--- src/rtl/ean13_result_validator_pkg.sv ---
// EAN-13 result validator shared types and code-word layout.
// Digit 0 sits in the top nibble, the check digit in the bottom one.
`ifndef EAN13_DIGIT
`define EAN13_DIGIT(w, i) w[51-4*(i) -: 4]
`endif

package ean13_result_validator_pkg;

  localparam int EAN13_DIGITS = 13;
  localparam int DIGIT_W      = 4;
  localparam int CODE_W       = EAN13_DIGITS * DIGIT_W;

  typedef enum logic [2:0] {
    ST_IDLE   = 3'b001,
    ST_CHECK  = 3'b010,
    ST_DECIDE = 3'b100
  } state_e;

  function automatic logic [1:0] digit_weight(input logic [3:0] idx);
    return idx[0] ? 2'd3 : 2'd1;
  endfunction

endpackage

--- src/rtl/ean13_result_validator_if.sv ---
// Scanner-to-validator and validator-to-reporting signal bundle.
// The master drives the scanner side, the slave publishes results.
interface ean13_result_validator_if #(
  parameter int ERR_CNT_WIDTH = 16
);
  import ean13_result_validator_pkg::*;

  logic [CODE_W-1:0]        iDataCode;
  logic                     iNewData;
  logic                     iFrameStart;
  logic [CODE_W-1:0]        oCode;
  logic                     oValid;
  logic                     oCodeStrobe;
  logic [ERR_CNT_WIDTH-1:0] oErrorCount;

  modport master (
    output iDataCode, iNewData, iFrameStart,
    input  oCode, oValid, oCodeStrobe, oErrorCount
  );

  modport slave (
    input  iDataCode, iNewData, iFrameStart,
    output oCode, oValid, oCodeStrobe, oErrorCount
  );

endinterface

--- src/rtl/ean13_checksum_serial.sv ---
// Digit-serial EAN-13 mod-10 checksum, one digit per enabled cycle.
// oOk/oDone are registered after the check digit (idx 12) is consumed.
module ean13_checksum_serial
  import ean13_result_validator_pkg::*;
(
  input  logic               iClk,
  input  logic               iRst,
  input  logic               iStart,
  input  logic               iEn,
  input  logic [DIGIT_W-1:0] iDigit,
  input  logic [3:0]         iIdx,
  output logic               oOk,
  output logic               oDone
);

  logic [3:0] acc_q, acc_d;
  logic       bad_q, bad_d;
  logic       ok_q, ok_d;
  logic       done_q, done_d;
  logic [5:0] sum;
  logic [5:0] red;
  logic [3:0] want;
  logic       bad_now;

  always_comb begin
    sum = {2'b00, acc_q}
        + 6'(digit_weight(iIdx)) * {2'b00, iDigit};
    // sum <= 36 for legal digits, so three subtract steps reduce it
    if (sum >= 6'd30)      red = sum - 6'd30;
    else if (sum >= 6'd20) red = sum - 6'd20;
    else if (sum >= 6'd10) red = sum - 6'd10;
    else                   red = sum;
    want    = (acc_q == 4'd0) ? 4'd0 : 4'd10 - acc_q;
    bad_now = bad_q | (iDigit > 4'd9);
    acc_d   = acc_q;
    bad_d   = bad_q;
    ok_d    = ok_q;
    done_d  = 1'b0;
    if (iStart) begin
      acc_d = 4'd0;
      bad_d = 1'b0;
      ok_d  = 1'b0;
    end else if (iEn) begin
      bad_d = bad_now;
      if (iIdx == 4'(EAN13_DIGITS - 1)) begin
        ok_d   = !bad_now && (want == iDigit);
        done_d = 1'b1;
      end else begin
        acc_d = red[3:0];
      end
    end
  end

  always_ff @(posedge iClk) begin
    if (iRst) begin
      acc_q  <= 4'd0;
      bad_q  <= 1'b0;
      ok_q   <= 1'b0;
      done_q <= 1'b0;
    end else begin
      acc_q  <= acc_d;
      bad_q  <= bad_d;
      ok_q   <= ok_d;
      done_q <= done_d;
    end
  end

  assign oOk   = ok_q;
  assign oDone = done_q;

endmodule

--- src/rtl/ean13_result_validator.sv ---
// Verifies, debounces and holds EAN-13 reads from the scanner stage.
// A code is published after CONFIRM_COUNT identical valid reads.
module ean13_result_validator
  import ean13_result_validator_pkg::*;
#(
  parameter int CONFIRM_COUNT = 3,
  parameter int HOLD_FRAMES   = 30,
  parameter int ERR_CNT_WIDTH = 16
) (
  input logic                      iClk,
  input logic                      iRst,
  ean13_result_validator_if.slave  bus
);

  localparam logic [3:0] CONF_MAX = 4'(CONFIRM_COUNT);
  localparam logic [7:0] HOLD_MAX = 8'(HOLD_FRAMES);

  state_e                   state_q, state_d;
  logic [CODE_W-1:0]        shadow_q, shadow_d;
  logic [3:0]               idx_q, idx_d;
  logic                     prev_q;
  logic [CODE_W-1:0]        cand_q, cand_d;
  logic [3:0]               conf_q, conf_d;
  logic [7:0]               frame_q, frame_d;
  logic [CODE_W-1:0]        code_q, code_d;
  logic                     valid_q, valid_d;
  logic                     strobe_q, strobe_d;
  logic [ERR_CNT_WIDTH-1:0] err_q, err_d;

  logic       read_ev;
  logic       ck_ok;
  logic       ck_done;
  logic [3:0] conf_n;
  logic [3:0] digit;

  assign read_ev = bus.iNewData && !prev_q;
  assign digit   = `EAN13_DIGIT(shadow_q, idx_q);

  ean13_checksum_serial u_ck (
    .iClk   (iClk),
    .iRst   (iRst),
    .iStart (state_q == ST_IDLE && read_ev),
    .iEn    (state_q == ST_CHECK),
    .iDigit (digit),
    .iIdx   (idx_q),
    .oOk    (ck_ok),
    .oDone  (ck_done)
  );

  always_comb begin
    state_d  = state_q;
    shadow_d = shadow_q;
    idx_d    = idx_q;
    cand_d   = cand_q;
    conf_d   = conf_q;
    frame_d  = frame_q;
    code_d   = code_q;
    valid_d  = valid_q;
    strobe_d = 1'b0;
    err_d    = err_q;
    conf_n   = conf_q;

    if (bus.iFrameStart) begin
      frame_d = (frame_q >= HOLD_MAX) ? HOLD_MAX : frame_q + 8'd1;
      if (frame_d == HOLD_MAX) begin
        valid_d = 1'b0;
        cand_d  = '0;
        conf_d  = 4'd0;
      end
    end

    unique case (1'b1)
      state_q[0]: begin
        if (read_ev) begin
          shadow_d = bus.iDataCode;
          idx_d    = 4'd0;
          state_d  = ST_CHECK;
        end
      end
      state_q[1]: begin
        idx_d = idx_q + 4'd1;
        if (idx_q == 4'(EAN13_DIGITS - 1)) state_d = ST_DECIDE;
      end
      state_q[2]: begin
        state_d = ST_IDLE;
        if (ck_done && ck_ok) begin
          // a valid read overrides a coinciding timeout
          frame_d = 8'd0;
          valid_d = valid_q;
          if (shadow_q == cand_q)
            conf_n = (conf_q >= CONF_MAX) ? CONF_MAX : conf_q + 4'd1;
          else
            conf_n = 4'd1;
          cand_d = shadow_q;
          conf_d = conf_n;
          if (conf_n == CONF_MAX && (!valid_q || code_q != shadow_q)) begin
            code_d   = shadow_q;
            valid_d  = 1'b1;
            strobe_d = 1'b1;
          end
        end else begin
          err_d = (&err_q) ? err_q : err_q + 1'b1;
        end
      end
      default: state_d = ST_IDLE;
    endcase
  end

  always_ff @(posedge iClk) begin
    if (iRst) begin
      state_q  <= ST_IDLE;
      shadow_q <= '0;
      idx_q    <= 4'd0;
      prev_q   <= 1'b1;
      cand_q   <= '0;
      conf_q   <= 4'd0;
      frame_q  <= 8'd0;
      code_q   <= '0;
      valid_q  <= 1'b0;
      strobe_q <= 1'b0;
      err_q    <= '0;
    end else begin
      state_q  <= state_d;
      shadow_q <= shadow_d;
      idx_q    <= idx_d;
      prev_q   <= bus.iNewData;
      cand_q   <= cand_d;
      conf_q   <= conf_d;
      frame_q  <= frame_d;
      code_q   <= code_d;
      valid_q  <= valid_d;
      strobe_q <= strobe_d;
      err_q    <= err_d;
    end
  end

  assign bus.oCode       = code_q;
  assign bus.oValid      = valid_q;
  assign bus.oCodeStrobe = strobe_q;
  assign bus.oErrorCount = err_q;

endmodule

--- src/flat_wrapper.sv ---
// flat-port wrapper written by rule: the top's interface ports become plain ports
module ean13_result_validator_flat import ean13_result_validator_pkg::*;
#(
  parameter int CONFIRM_COUNT = 3,
  parameter int HOLD_FRAMES   = 30,
  parameter int ERR_CNT_WIDTH = 16
)
  (iClk, iRst, bus_iDataCode, bus_iNewData, bus_iFrameStart, bus_oCode, bus_oValid, bus_oCodeStrobe, bus_oErrorCount);
  ean13_result_validator_if #(.ERR_CNT_WIDTH(ERR_CNT_WIDTH)) bus_i ();
  input logic iClk;
  input logic iRst;
  input wire logic [$bits(bus_i.iDataCode)-1:0] bus_iDataCode;
  input wire logic [$bits(bus_i.iNewData)-1:0] bus_iNewData;
  input wire logic [$bits(bus_i.iFrameStart)-1:0] bus_iFrameStart;
  output wire logic [$bits(bus_i.oCode)-1:0] bus_oCode;
  output wire logic [$bits(bus_i.oValid)-1:0] bus_oValid;
  output wire logic [$bits(bus_i.oCodeStrobe)-1:0] bus_oCodeStrobe;
  output wire logic [$bits(bus_i.oErrorCount)-1:0] bus_oErrorCount;
  assign bus_i.iDataCode = bus_iDataCode;
  assign bus_i.iNewData = bus_iNewData;
  assign bus_i.iFrameStart = bus_iFrameStart;
  assign bus_oCode = bus_i.oCode;
  assign bus_oValid = bus_i.oValid;
  assign bus_oCodeStrobe = bus_i.oCodeStrobe;
  assign bus_oErrorCount = bus_i.oErrorCount;
  ean13_result_validator #(.CONFIRM_COUNT(CONFIRM_COUNT), .HOLD_FRAMES(HOLD_FRAMES), .ERR_CNT_WIDTH(ERR_CNT_WIDTH)) u_core (.iClk(iClk), .iRst(iRst), .bus(bus_i));
endmodule
--- config.mk ---
export PLATFORM = sky130hd
export DESIGN_NAME = ean13_result_validator_flat
export DESIGN_NICKNAME = d
export VERILOG_FILES = /design/src/rtl/ean13_result_validator_pkg.sv /design/src/rtl/ean13_result_validator_if.sv /design/src/rtl/ean13_checksum_serial.sv /design/src/rtl/ean13_result_validator.sv /design/src/flat_wrapper.sv
export SDC_FILE = /design/constraint.sdc
export NUM_CORES = 1
export LEC_CHECK = 0
export BUFFER_PORTS_ARGS = -buffer_cell sky130_fd_sc_hd__buf_2
export CAP_MARGIN = 20
export CORE_MARGIN = 4
export CORE_UTILIZATION = 40
export DETAILED_ROUTE_END_ITERATION = 7
export PLACE_DENSITY_LB_ADDON = 0.2
export SLEW_MARGIN = 5
export SYNTH_ARGS = -nofsm -noshare
export SYNTH_HDL_FRONTEND = slang
export SYNTH_HIERARCHICAL = 1
export SYNTH_SLANG_ARGS = --single-unit
export TNS_END_PERCENT = 1
--- constraint.sdc ---
create_clock -name iClk -period 7.8 [get_ports iClk]
set_clock_uncertainty 0.05 [all_clocks]
set_input_delay 0.39 -clock iClk [delete_from_list [all_inputs] [get_ports iClk]]
set_output_delay 0.39 -clock iClk [all_outputs]
set_load 0.01 [all_outputs]
Word-level counts from Yosys, hierarchy flattened
Cells that the tools add are included.
{"block": "op_classes", "n_shift": 1, "n_eq_ne": 11, "muxes": 33, "add_sub_neg": 10, "bitwise_logic": 6, "order_cmp": 6, "reduce_logical": 22, "multipliers": 1}
{"operator": "two-way mux 52 bit", "count": 4}
{"operator": "variable part select 55 x 33 -> 4 bit", "count": 1}
{"operator": "equality test 52 bit", "count": 1}
{"operator": "two-way mux 4 bit", "count": 13}
{"operator": "inequality test 52 bit", "count": 1}
{"operator": "two-way mux 8 bit", "count": 4}
{"operator": "adder 16 x 1 -> 16 bit (second input constant)", "count": 1}
{"operator": "AND reduction 16 bit", "count": 1}
{"operator": ">= comparator 6 x 5 -> 1 bit (second input constant)", "count": 2}
{"operator": "AND reduction 2 bit", "count": 5}
{"operator": "adder 4 x 1 -> 4 bit (second input constant)", "count": 2}
{"operator": "adder 8 x 1 -> 8 bit (second input constant)", "count": 1}
{"operator": "equality test 8 x 5 -> 1 bit (second input constant)", "count": 1}
{"operator": ">= comparator 8 x 5 -> 1 bit (second input constant)", "count": 1}
{"operator": "one-hot mux 4 bit (2 select lines)", "count": 1}
{"operator": "subtractor 4 bit (second input constant)", "count": 2}
{"operator": "two-way mux 1 bit", "count": 7}
{"operator": "subtractor 6 x 6 -> 7 bit (first input constant)", "count": 1}
{"operator": "adder 4 x 6 -> 6 bit", "count": 1}
{"operator": ">= comparator 6 x 4 -> 1 bit (second input constant)", "count": 1}
{"operator": "multiplier 2 x 4 -> 6 bit", "count": 1}
{"operator": "two-way mux 3 bit", "count": 2}
{"operator": "one-hot mux 3 bit (2 select lines)", "count": 1}
{"operator": "AND reduction 3 bit", "count": 2}
{"operator": "21 further kinds", "count": 33}
{"block": "word_totals", "word_cells": 106, "output_inout_bits": 70, "reg_bits": 201}

Logic depth before layout (Yosys ltp)
Gate-level depths: netlist of the first run.
{"block": "depth", "word_depth": 10, "mapped_depth": 21}

Cells and area by module
The synthesis of the first run kept the hierarchy.
{"mod": "ean13_result_validator", "seq_area_each_um2": 3883.7, "cells_each": 1062, "area_per_inst_um2": 9334.0, "instances": 1}
{"mod": "ean13_checksum_serial", "seq_area_each_um2": 140.1, "cells_each": 120, "area_per_inst_um2": 975.9, "instances": 1}

Worst setup path before layout of the first run
OpenSTA, ideal clock, no wires.
{"block": "synth_path", "path_type": "reg2reg", "startpoint": "reg u_core.idx_q[0]", "endpoint": "reg u_core.u_ck.acc_q[1]", "slack_ns": 2.315, "stages_incl_launch_ff": 20, "arrival_ns": 5.339, "setup_time_ns": 0.095, "period_less_slack_ns": 5.485, "path_cell_list": "dfxtp_1 buf_2 buf_2 inv_1 ha_1 clkbuf_1 mux4_2 mux4_2 nor2b_1 inv_1 fa_1 inv_1 ha_1 fa_1 ha_1 and2_1 a211oi_1 or4b_4 a2111o_1 o311ai_1"}
{"block": "synth_via", "elab_chain_cells": 8, "elab_cells_between_ends": 17, "classes_between": "5 x add/sub; 1 x mul; 3 x order compare; 1 x eq/ne; 1 x shift; 4 x mux; 1 x bitwise; 1 x reduce/logical"}
{"item": "start, declared", "line": "ean13_result_validator.sv:20", "source": "logic [3:0] idx_q, idx_d;"}
{"item": "start signal, assigned", "line": "ean13_result_validator.sv:125", "source": "idx_q <= idx_d;"}
{"item": "subtractor 6 x 6 -> 7 bit (no source line) *"}
{"item": "variable part select 55 x 33 -> 4 bit (no source line) *"}
{"item": "named net u_core.digit[1]", "line": "ean13_result_validator.sv:34", "source": "logic [3:0] digit;"}
{"item": "multiplier 2 x 4 -> 6 bit *", "line": "ean13_checksum_serial.sv:27", "source": "+ 6'(digit_weight(iIdx)) * {2'b00, iDigit};"}
{"item": "adder 4 x 6 -> 6 bit *", "line": "ean13_checksum_serial.sv:27"}
{"item": ">= comparator 6 x 4 -> 1 bit / subtractor 4 bit (equally long branches)", "line": "ean13_checksum_serial.sv:31", "source": "else if (sum >= 6'd10) red = sum - 6'd10;"}
{"item": "two-way mux 4 bit", "line": "ean13_checksum_serial.sv:31"}
{"item": "two-way mux 4 bit", "line": "ean13_checksum_serial.sv:30", "source": "else if (sum >= 6'd20) red = sum - 6'd20;"}
{"item": "two-way mux 4 bit *", "line": "ean13_checksum_serial.sv:29", "source": "if (sum >= 6'd30) red = sum - 6'd30;"}
{"item": "end signal, assigned", "line": "ean13_checksum_serial.sv:56", "source": "acc_q <= 4'd0;"}
{"item": "end signal, assigned", "line": "ean13_checksum_serial.sv:61", "source": "acc_q <= acc_d;"}
{"item": "end, declared", "line": "ean13_checksum_serial.sv:16", "source": "logic [3:0] acc_q, acc_d;"}
Mark *: on every way through the listed nets, which the timed path passes. The rest lies on a longest branch.
A chain may end at the register's enable or synchronous reset.

Worst setup path in the final report of the first run
Same ends and word-level chain as after synthesis.

==> results of run 1 <==
## worst max-delay path, stage by stage, from the launching register on
cell and delay, ns:
dfxtp_1 0.61, inv_1 0.09, ha_1 0.52, nor2_1 0.27
and2_2 0.17, mux4_2 0.21, nor2b_1 0.20, inv_1 0.11
fa_1 0.53, inv_1 0.04, ha_1 0.21, fa_1 0.41
xor2_1 0.43, inv_2 0.13, ha_1 0.22, a21boi_1 0.18
or4b_4 0.52, a2111o_1 0.42, o311ai_1 0.07
## synthesized netlist by cell type, drive strengths merged, types with 2 or more instances
master     n  area share, %
a21boi     2           0.15
nand4     19            1.2
nor3      11           0.53
o211ai     2           0.15
or2b       5           0.36
or2        4           0.24
nor2b      9           0.55
and4b      2           0.21
xnor2     45            3.8
mux2i     53            5.1
ha        18            2.2
a32oi      4           0.34
nand3     69            3.3
a211oi     4           0.29
nand2b   102            6.2
or4        3           0.23
o31ai      3           0.22
nand4b     3           0.25
dfxtp    201             39
xor2      81            6.9
inv       24           0.87
a2111oi    2           0.23
mux4      16            3.5
buf       12            1.4
fa         4           0.78
o21a       3           0.22
o311ai     4           0.34
and2       9           0.56
and3       4           0.29
nor2      38            1.4
clkbuf    56            2.0
nor3b      8           0.58
o21ai     11           0.53
nor4      24            1.6
a21o       3           0.23
nand2    186            6.8
nand3b     2           0.15
a21oi    120            5.8
## sequential cells by signal (all words and copies together) (netlist names), 3 cells and up
signal                  cells
u_core/frame_q              8
u_core/idx_q                4
u_core/shadow_q            52
u_core/conf_q               4
u_core/bus.oCode           52
u_core/bus.oErrorCount     16
u_core/state_q              3
u_core/u_ck/acc_q           4
u_core/cand_q              52
## where the power goes
part,switching [mW],internal [mW]
Combinational,0.0792,0.0591
Sequential,0.0274,1.04
Clock,0.414,0.559
## how the worst min path moves through the flow
stage	end	start
after floorplan	u_core/u_ck/bad_q$_SDFFE_PP0P_	u_core/u_ck/bad_q$_SDFFE_PP0P_
after global placement	u_core/u_ck/bad_q$_SDFFE_PP0P_	u_core/u_ck/bad_q$_SDFFE_PP0P_
after detailed placement	u_core/cand_q[30]$_SDFF_PP0_	u_core/cand_q[30]$_SDFF_PP0_
after CTS	u_core/prev_q$_SDFF_PP1_	bus_iNewData
after global routing	u_core/shadow_q[25]$_SDFFE_PP0P_	bus_iDataCode[25]
final	u_core/prev_q$_SDFF_PP1_	bus_iNewData
## routing by layer
metal / track usage [%] / vias up / routed length (um)
met4: 5.75 / 0 / 752
met1: 27.4 / 4054 / 13100
li1: - / 4217 / -
met5: 0 / - / 0
met2: 31.8 / 214 / 13300
met3: 3.88 / 36 / 1840
## metrics by stage
stage | instance area [um^2] | total power, mW
floorplan | 10300 | 1.17
global placement | 11100 | 1.22
detailed placement | 11100 | 1.22
CTS | 11800 | 2.20
global route | 11800 | 2.26
finish | 11800 | 2.18
## area by class of cell
cell class | count | area (um^2) | share of cell area [%]
repair buffers | 136 | 734 | 6.22
flip-flops and latches | 201 | 4020 | 34.1
inverters | 24 | 90.1 | 0.764
well taps | 330 | 413 | 3.50
multi-input cells | 889 | 5880 | 49.9
clock buffers | 34 | 637 | 5.40
clock inverters | 3 | 18.8 | 0.159
## cells by family (layout without fill, tap and decap cells)
| family | count (synthesis) | count (layout) | share of synthesized area [%] |
|---|---|---|---|
| simple gates | 503 | 503 | 24.9 |
| flops | 201 | 201 | 39.0 |
| compound gates | 168 | 168 | 9.38 |
| xor+xnor | 126 | 126 | 10.7 |
| buf+inv | 92 | 197 | 4.31 |
| mux | 70 | 70 | 8.75 |
| fa+ha+maj | 22 | 22 | 2.96 |
==> summary.txt, run 1 <==
STA
  – Period utilisation layout: a little over two thirds
  – Final hold violation count: 0
  – Max-slew violations: 0
  – RSZ-0062 raised after global routing: false
  – Final setup violation count: 0
  – Worst-Margin Slew: ~0.88 ns
  – Fmax: 0.182 GHz
  – Min Hold Slack: 0.0485 ns
  – Setup TNS: 0 ns
  – Slew HR: roughly two fifths
  – Worst setup margin: 2.30 ns
  – Min cycle time layout: around 5.5 ns

Cells and area
  – Fin nets: around 1,400
  – Diode count: 0
  – Synthesis-to-finish area growth: 14.4%
  – Fillcell total: 2,539
  – Util after Layout: 46.7%
  – Share of cells above drive strength 1: about 16%
  – Commonest non-fill, non-tap cells in the layout: 201 x dfxtp_1, 186 x nand2_1, 124 x buf_2
  – Most common cell after layout, fill and taps aside: dfxtp_1
  – Fin cells: roughly 1,600

Critical path
  – Reg2Reg Capture Point: u_core/u_ck/acc_q[1]$_SDFFE_PP0P_
  – Startpoint types: flop
  – FF-to-FF setup slack: 2.30 ns
  – Start point of the critical path: u_core/idx_q[0]$_SDFFE_PP0P_
  – Worst EP arrival: 5.87 ns
  – Critical path endpoint: u_core/u_ck/acc_q[1]$_SDFFE_PP0P_
  – RR Startpoint: u_core/idx_q[0]$_SDFFE_PP0P_
  – Worst reg-to-reg path cell count: 18
  – Critical path class: reg2reg
  – Worst Path Required: 8.17 ns
  – Crit end category: flop
  – Worst-path fanout max: 14

Synth
  – Asr flop ratio synth: 0%
  – Register bit total from synthesis: 201
  – Synth Warn #: 6
  – Post-synth EDFFs: 0
  – Synth Net Count: 1,260
  – Ys flop type: dfxtp_1
  – Mapped Area: about 10,000 um^2
  – Sequential area share after synthesis: 39.0%
  – Post-synth cell types: 67
  – Mapped Avg Cell Area: 8.72 um^2
  – Mapped Cells: between 1,000 and 1,500

Power and ir drop
  – LEAKAGE: 5.03 nW
  – Peak VDD IR: 0.132 mV
  – PD cells: roughly 180 nW/um^2

Placed design
  – Final Wtd Congestion: 0.887
  – # placed instances: 1,579
  – Port bufs: 125
  – Setup WS pre-CTS: between 1.5 and 2 ns
  – Post-DP HPWL: slightly above 20 mm

Die
  – Num rows: slightly below 60
  – Die Width: 169 um
  – Chip height: 169 um
  – Placeable Area: between 20,000 and 30,000 um^2
  – Initial Util: 40.8%
  – Top Ports: 126
  – Die ar.: about 28,000 um^2

Routing
  – # DRC: 0
  – Routed vias: 8,521
  – DRT Pass-1 Iters: 5
  – First DRT Iteration DRCs: about 800
  – Vias/cell: 5.27
  – Post-detailed-route count of antenna-violating nets: 0
  – Average wire per standard cell: 17.9 um
  – Final wirelength: a little under 30 mm

Clocking
  – Post-CTS Setup Bufs: 0
  – CTS Hold Buffers Added: 0
  – Htree depth: 1
  – Cell chosen for the clock root: clkbuf_16
  – Clk buf depth: 3
  – Clk Latency, worst-skew pair: 0.52 ns
  – Total CTS buffers: 23
  – CTS tree: done
  – Reg clk slew, reported paths: 0.06 ns
  – Gates resized, CTS repair: 0
  – CTS sink count: 201

Hold path
  – Hold path cells: 2
  – Tightest Hold Check Type: in2reg

Global routing
  – Vias in the first global route: 8,047
  – Total gr overflow: 0
  – Initial antenna violation count: 0
  – GR Util All Layers: 19.8%
  – Largest net degree at the start of global routing: 92
  – First-pass GRT wire length: approximately 45 mm

Flow run
  – Max cap viols: 0

Status
  – Outcome: completed
Note: power is estimated with default switching activity, not from simulation.
==> run 2: changes to the inputs <==
==> constraint.sdc (replaced) <==
create_clock -name iClk -period 4.8 [get_ports iClk]
set_clock_uncertainty 0.05 [all_clocks]
set_input_delay 0.24 -clock iClk [delete_from_list [all_inputs] [get_ports iClk]]
set_output_delay 0.24 -clock iClk [all_outputs]
set_load 0.01 [all_outputs]
==> summary.txt, run 2 (synthesis results as in run 1) <==
Clocking
  – Cell chosen for the clock root: clkbuf_16
  – Total CTS buffers: 23 (unchanged)
  – CTS sink count: 201 (unchanged)
  – Htree depth: 1 (unchanged)
  – CTS tree: done
  – Clk Latency, worst-skew pair: 0.52 ns (about the same)
  – Clk buf depth: 3 (unchanged)
  – Reg clk slew, reported paths: 0.06 ns (about the same)

Placed design
  – Post-DP HPWL: 22.3 mm (+9.6%)
  – Port bufs: 125 (unchanged)
  – Final Wtd Congestion: 0.890 (+0.24%)
  – Placed inst area: 11,500 um^2 (+3.7%)
  – # placed instances: 1,625 (+2.9%)

Power and ir drop
  – PD cells: 292 nW/um^2 (+58%)
  – Peak VDD IR: 0.201 mV (+52%)
  – LEAKAGE: 5.56 nW (+11%)

Cells and area
  – Diode count: 0 (unchanged)
  – Share of cells above drive strength 1: 19.6% (+4.1 points)
  – Most common cell after layout, fill and taps aside: dfxtp_1
  – Fin nets: 1,455 (+7.5%)
  – Util after Layout: 51.0% (+4.3 points)
  – Fin area: 12,900 um^2 (+9.1%)
  – Fin cells: 1,721 (+6.4%)
  – Commonest non-fill, non-tap cells in the layout: 199 x dfxtp_1, 186 x nand2_1, 124 x buf_2
  – Synthesis-to-finish area growth: 24.9%
  – Fillcell total: 2,450 (-3.5%)

Die
  – Die ar.: 28,400 um^2 (unchanged)
  – Placeable Area: 25,300 um^2 (unchanged)
  – Initial Util: 40.8% (unchanged)
  – Top Ports: 126 (unchanged)
  – Die Width: 169 um (unchanged)
  – Num rows: 58 (unchanged)
  – Chip height: 169 um (unchanged)

Hold path
  – Tightest Hold Check Type: in2reg

STA
  – RSZ-0062 raised after global routing: false
  – Period utilisation layout: 97.0% (+27 points)
  – Min cycle time layout: 4.66 ns (-0.843 ns)
  – Max-slew violations: 0 (unchanged)
  – Fmax: 0.215 GHz (+18%)
  – Slew HR: 42.2% (+0.62 points)
  – Final setup violation count: 0 (unchanged)
  – Setup TNS: 0 ns (unchanged)
  – Final hold violation count: 0 (unchanged)
  – Worst-Margin Slew: 0.861 ns (-0.0145 ns)

Critical path
  – Crit end category: flop
  – Startpoint types: flop
  – Worst EP arrival: 5.01 ns (-0.86 ns)
  – Worst-path fanout max: 8 (-6)
  – Worst Path Required: 5.15 ns (-3.02 ns)
  – Critical path class: reg2reg
  – FF-to-FF setup slack: 0.14 ns (-2.16 ns)

Global routing
  – Initial antenna violation count: 0 (unchanged)
  – First-pass GRT wire length: 48.5 mm (+6.9%)
  – Largest net degree at the start of global routing: 118 (+28%)
  – Total gr overflow: 0 (unchanged)
  – Vias in the first global route: 8,588 (+6.7%)
  – GR Util All Layers: 21.4% (+1.5 points)

Status
  – Outcome: completed

Routing
  – Final wirelength: 31.0 mm (+7.0%)
  – Post-detailed-route count of antenna-violating nets: 0 (unchanged)
  – # DRC: 0 (unchanged)
  – First DRT Iteration DRCs: 619 (-21%)
  – Average wire per standard cell: 18.0 um (+0.49%)
  – DRT Pass-1 Iters: 5 (unchanged)
  – Vias/cell: 5.23 (-0.76%)
  – Routed vias: 9,000 (+5.6%)

Flow run
  – Max cap viols: 0 (unchanged)
run 2: cell types whose count changed in the layout (fill, tap and decap cells not counted), sizes merged:
cell / delta
dlygate4sd3: +53
buf: +49
bufinv: +1
clkbuf: +1
clkinvlp: +1
inv: -1
run 2: stage by stage:
step,total power [mW],hold WS [ns],setup slack (ns)
final,3.76,0.0137,0.144
after global routing,3.90,0.0296,0.00408
after CTS,3.80,0.000354,0.0867
after detailed placement,2.01,0.415,0.114
after global placement,2.01,0.403,0.185
after floorplan,1.90,0.297,0.0139
run 2: path summary, 6_finish.rpt:
kind / from / end / cells past startpoint
setup / recovery: u_core/idx_q[1]$_SDFFE_PP0P_ / u_core/u_ck/acc_q[1]$_SDFFE_PP0P_ / 16
hold / removal: bus_iFrameStart / u_core/frame_q[7]$_SDFF_PP0_ / 2
setup reg to reg: u_core/idx_q[1]$_SDFFE_PP0P_ / u_core/u_ck/acc_q[1]$_SDFFE_PP0P_ / 16
hold reg to reg: u_core/frame_q[7]$_SDFF_PP0_ / u_core/frame_q[7]$_SDFF_PP0_ / 1
run 2: worst max-delay path, cell delays in order, from the launching register on:
cell and delay, ns:
dfxtp_4 0.37, inv_1 0.07, ha_4 0.33, buf_6 0.15
mux4_2 0.31, mux4_2 0.47, nor2b_4 0.15, and2_4 0.18
fa_1 0.55, ha_4 0.23, xor2_2 0.19, ha_2 0.21
and2_4 0.17, a211oi_2 0.18, or4b_4 0.48, a2111o_1 0.38
o311ai_1 0.08
run 2: power by group:
part | switching [mW] | total (mW) | internal [mW]
clock | 0.698 | 1.75 | 1.05
sequential | 0.0247 | 1.71 | 1.69
combinational | 0.162 | 0.302 | 0.141
total | 0.884 | 3.76 | 2.88
run 2: cell type report:
| cell class | instances | area [um^2] | share of cell area, % |
|---|---|---|---|
| Multi-Input combinational cell | 889 | 5950 | 46.3 |
| Inverter | 24 | 93.8 | 0.729 |
| Timing Repair Buffer | 238 | 1630 | 12.7 |
| Clock inverter | 4 | 48.8 | 0.379 |
| Tap cell | 330 | 413 | 3.21 |
| Sequential cell | 201 | 4030 | 31.3 |
| Clock buffer | 35 | 701 | 5.44 |
run 2: routing by layer:
| layer | vias to the layer above | global-route usage [%] | routed length, um |
|---|---|---|---|
| li1 | 4428 | - | - |
| met1 | 4257 | 28.6 | 13700 |
| met2 | 255 | 35.0 | 14400 |
| met3 | 60 | 3.88 | 1830 |
| met4 | 0 | 7.09 | 983 |
| met5 | - | 0 | 0 |
run 2: timing repair:
item / in CTS / in global routing
hold buffers: 53 / 0
endpoints found under the hold margin: 53 / 0
buffers inserted: 0 / 4
endpoints found under the setup margin: 0 / 3
gates resized for setup: 0 / 11
==> run 3: changes to the inputs <==
--- a/config.mk
+++ b/config.mk
@@ -7,6 +7,8 @@
 export LEC_CHECK = 0
 export BUFFER_PORTS_ARGS = -buffer_cell sky130_fd_sc_hd__buf_2
 export CAP_MARGIN = 20
+export CELL_PAD_IN_SITES_DETAIL_PLACEMENT = 0
+export CELL_PAD_IN_SITES_GLOBAL_PLACEMENT = 1
 export CORE_MARGIN = 4
 export CORE_UTILIZATION = 40
 export DETAILED_ROUTE_END_ITERATION = 7
==> summary.txt, run 3 (synthesis results as in run 1) <==
Cells and area
  – Synthesis-to-finish area growth: 24.7% (about the same)
  – Most common cell after layout, fill and taps aside: dfxtp_1
  – Share of cells above drive strength 1: 19.3% (-0.30 points)
  – Commonest non-fill, non-tap cells in the layout: 199 x dfxtp_1, 186 x nand2_1, 124 x buf_2
  – Util after Layout: 50.9% (about the same)
  – Diode count: 0 (unchanged)
  – Fin nets: 1,452 (-0.21%)

Global routing
  – GR Util All Layers: 22.1% (+0.76 points)
  – Largest net degree at the start of global routing: 97 (-18%)
  – Initial antenna violation count: 0 (unchanged)
  – Vias in the first global route: 8,579 (-0.10%)
  – M2 GR Usage: 34.7% (-0.31 points)
  – First-pass GRT wire length: 50.1 mm (+3.3%)
  – GRT busiest layer: met2
  – Total gr overflow: 0 (unchanged)
  – Met1 GRT Util: 30.9% (+2.3 points)
  – Met3 Use GR: 3.90% (+0.023 points)

Die
  – Initial Util: 40.8% (unchanged)
  – Die Width: 169 um (unchanged)
  – Chip height: 169 um (unchanged)
  – Num rows: 58 (unchanged)
  – Placeable Area: 25,300 um^2 (unchanged)
  – Top Ports: 126 (unchanged)
  – Die ar.: 28,400 um^2 (unchanged)

Critical path
  – Worst EP arrival: 4.99 ns (-0.02 ns)
  – Startpoint types: flop
  – Worst Path Required: 5.17 ns (+0.02 ns)
  – Critical path class: reg2reg
  – Crit end category: flop
  – Worst-path fanout max: 7 (-1)

Placed design
  – Port bufs: 125 (unchanged)
  – Final Wtd Congestion: 0.887 (-0.25%)
  – Post-DP HPWL: 22.7 mm (+2.1%)

Flow run
  – Max cap viols: 0 (unchanged)

STA
  – Worst-Margin Slew: 0.880 ns (+0.0190 ns)
  – Final setup violation count: 0 (unchanged)
  – Max-slew violations: 0 (unchanged)
  – Final hold violation count: 0 (unchanged)
  – Min Hold Slack: 0.0128 ns (-0.000904 ns)
  – Slew HR: 41.1% (-1.2 points)
  – Setup TNS: 0 ns (unchanged)
  – RSZ-0062 raised after global routing: false
  – Min cycle time layout: 4.62 ns (-0.0354 ns)
  – Period utilisation layout: 96.3% (-0.74 points)
  – Fmax: 0.216 GHz (+0.77%)

Routing
  – Final wirelength: 32.0 mm (+3.2%)
  – Routed vias: 8,942 (-0.64%)
  – First DRT Iteration DRCs: 635 (+2.6%)
  – DRT Pass-1 Iters: 4 (-1)
  – Post-detailed-route count of antenna-violating nets: 0 (unchanged)
  – # DRC: 0 (unchanged)
  – Average wire per standard cell: 18.6 um (+3.2%)
  – Vias/cell: 5.19 (-0.70%)

Status
  – Outcome: completed

Clocking
  – Clk Latency, worst-skew pair: 0.53 ns (about the same)
  – Htree depth: 1 (unchanged)
  – Reg clk slew, reported paths: 0.06 ns (about the same)
  – CTS sink count: 201 (unchanged)
  – Clk buf depth: 3 (unchanged)
  – Total CTS buffers: 24 (+4.3%)
  – CTS tree: done
  – Cell chosen for the clock root: clkbuf_16

Power and ir drop
  – Peak VDD IR: 0.220 mV (+9.5%)
  – LEAKAGE: 5.54 nW (-0.33%)
  – PD cells: 296 nW/um^2 (+1.2%)

Hold path
  – Tightest Hold Check Type: in2reg
==> run 3: cell types whose count changed in the layout (fill, tap and decap cells not counted), sizes merged <==
cell and delta:
buf -2, dlygate4sd3 -2, clkbuf +3, clkinv +1, inv +1
==> run 3: metrics by stage <==
stage	instance area (um^2)	setup WS, ns	power, mW	instances
3_3_place_gp	11500	0.161	2.02	1623
3_5_place_dp	11500	0.0668	2.02	1623
2_1_floorplan	10400	0.0139	1.90	1182
5_1_grt	12900	0.000782	3.94	1722
4_1_cts	12800	0.0288	3.84	1718
6_report	12900	0.180	3.80	1722
==> run 3: timing repair <==
action / CTS / global route
endpoints found under the setup margin: 0 / 3
endpoints found under the hold margin: 51 / 0
gates resized for setup: 0 / 9
setup buffers: 0 / 4
hold buffers: 51 / 0
==> run 3: worst paths after layout <==
check / startpoint / to / slack [ns] / depth (start not counted)
min: bus_iDataCode[0] / u_core/shadow_q[0]$_SDFFE_PP0P_ / 0.01 / 3
min reg2reg: u_core/u_ck/bad_q$_SDFFE_PP0P_ / u_core/u_ck/bad_q$_SDFFE_PP0P_ / 0.42 / 2
max: u_core/idx_q[1]$_SDFFE_PP0P_ / u_core/u_ck/acc_q[1]$_SDFFE_PP0P_ / 0.18 / 17
max reg2reg: u_core/idx_q[1]$_SDFFE_PP0P_ / u_core/u_ck/acc_q[1]$_SDFFE_PP0P_ / 0.18 / 17
==> run 3: area by class of cell <==
type                       instances  area (um^2)
fill                            2483        12400
multi-input combinational        889         5960
sequential                       201         4030
timing repair buffer             234         1590
clock buffer                      38          703
tap                              330          413
inverter                          24         90.1
clock inverter                     6         72.6
==> run 3: power breakdown <==
part	leakage (nW)	switching (mW)	internal [mW]
clock	0.376	0.729	1.06
combinational	3.54	0.164	0.139
sequential	1.62	0.0256	1.69
total	5.54	0.918	2.89
==> run 3: critical path, cell delays in order (launching register included) <==
cell	delay, ns
dfxtp_2	0.37
inv_1	0.08
ha_4	0.29
buf_6	0.14
mux4_2	0.31
mux4_2	0.46
nor2b_4	0.15
inv_2	0.09
fa_1	0.39
inv_1	0.07
ha_2	0.19
fa_2	0.45
ha_2	0.21
and2_4	0.17
a211oi_1	0.18
or4b_4	0.49
a2111o_1	0.37
o311ai_1	0.07
==> run 3: per-layer routing <==
metal,up-vias,share of wire [%]
met3,63,5.3
met4,0,3.6
met2,241,45
met1,4222,46
li1,4416,-
met5,-,0
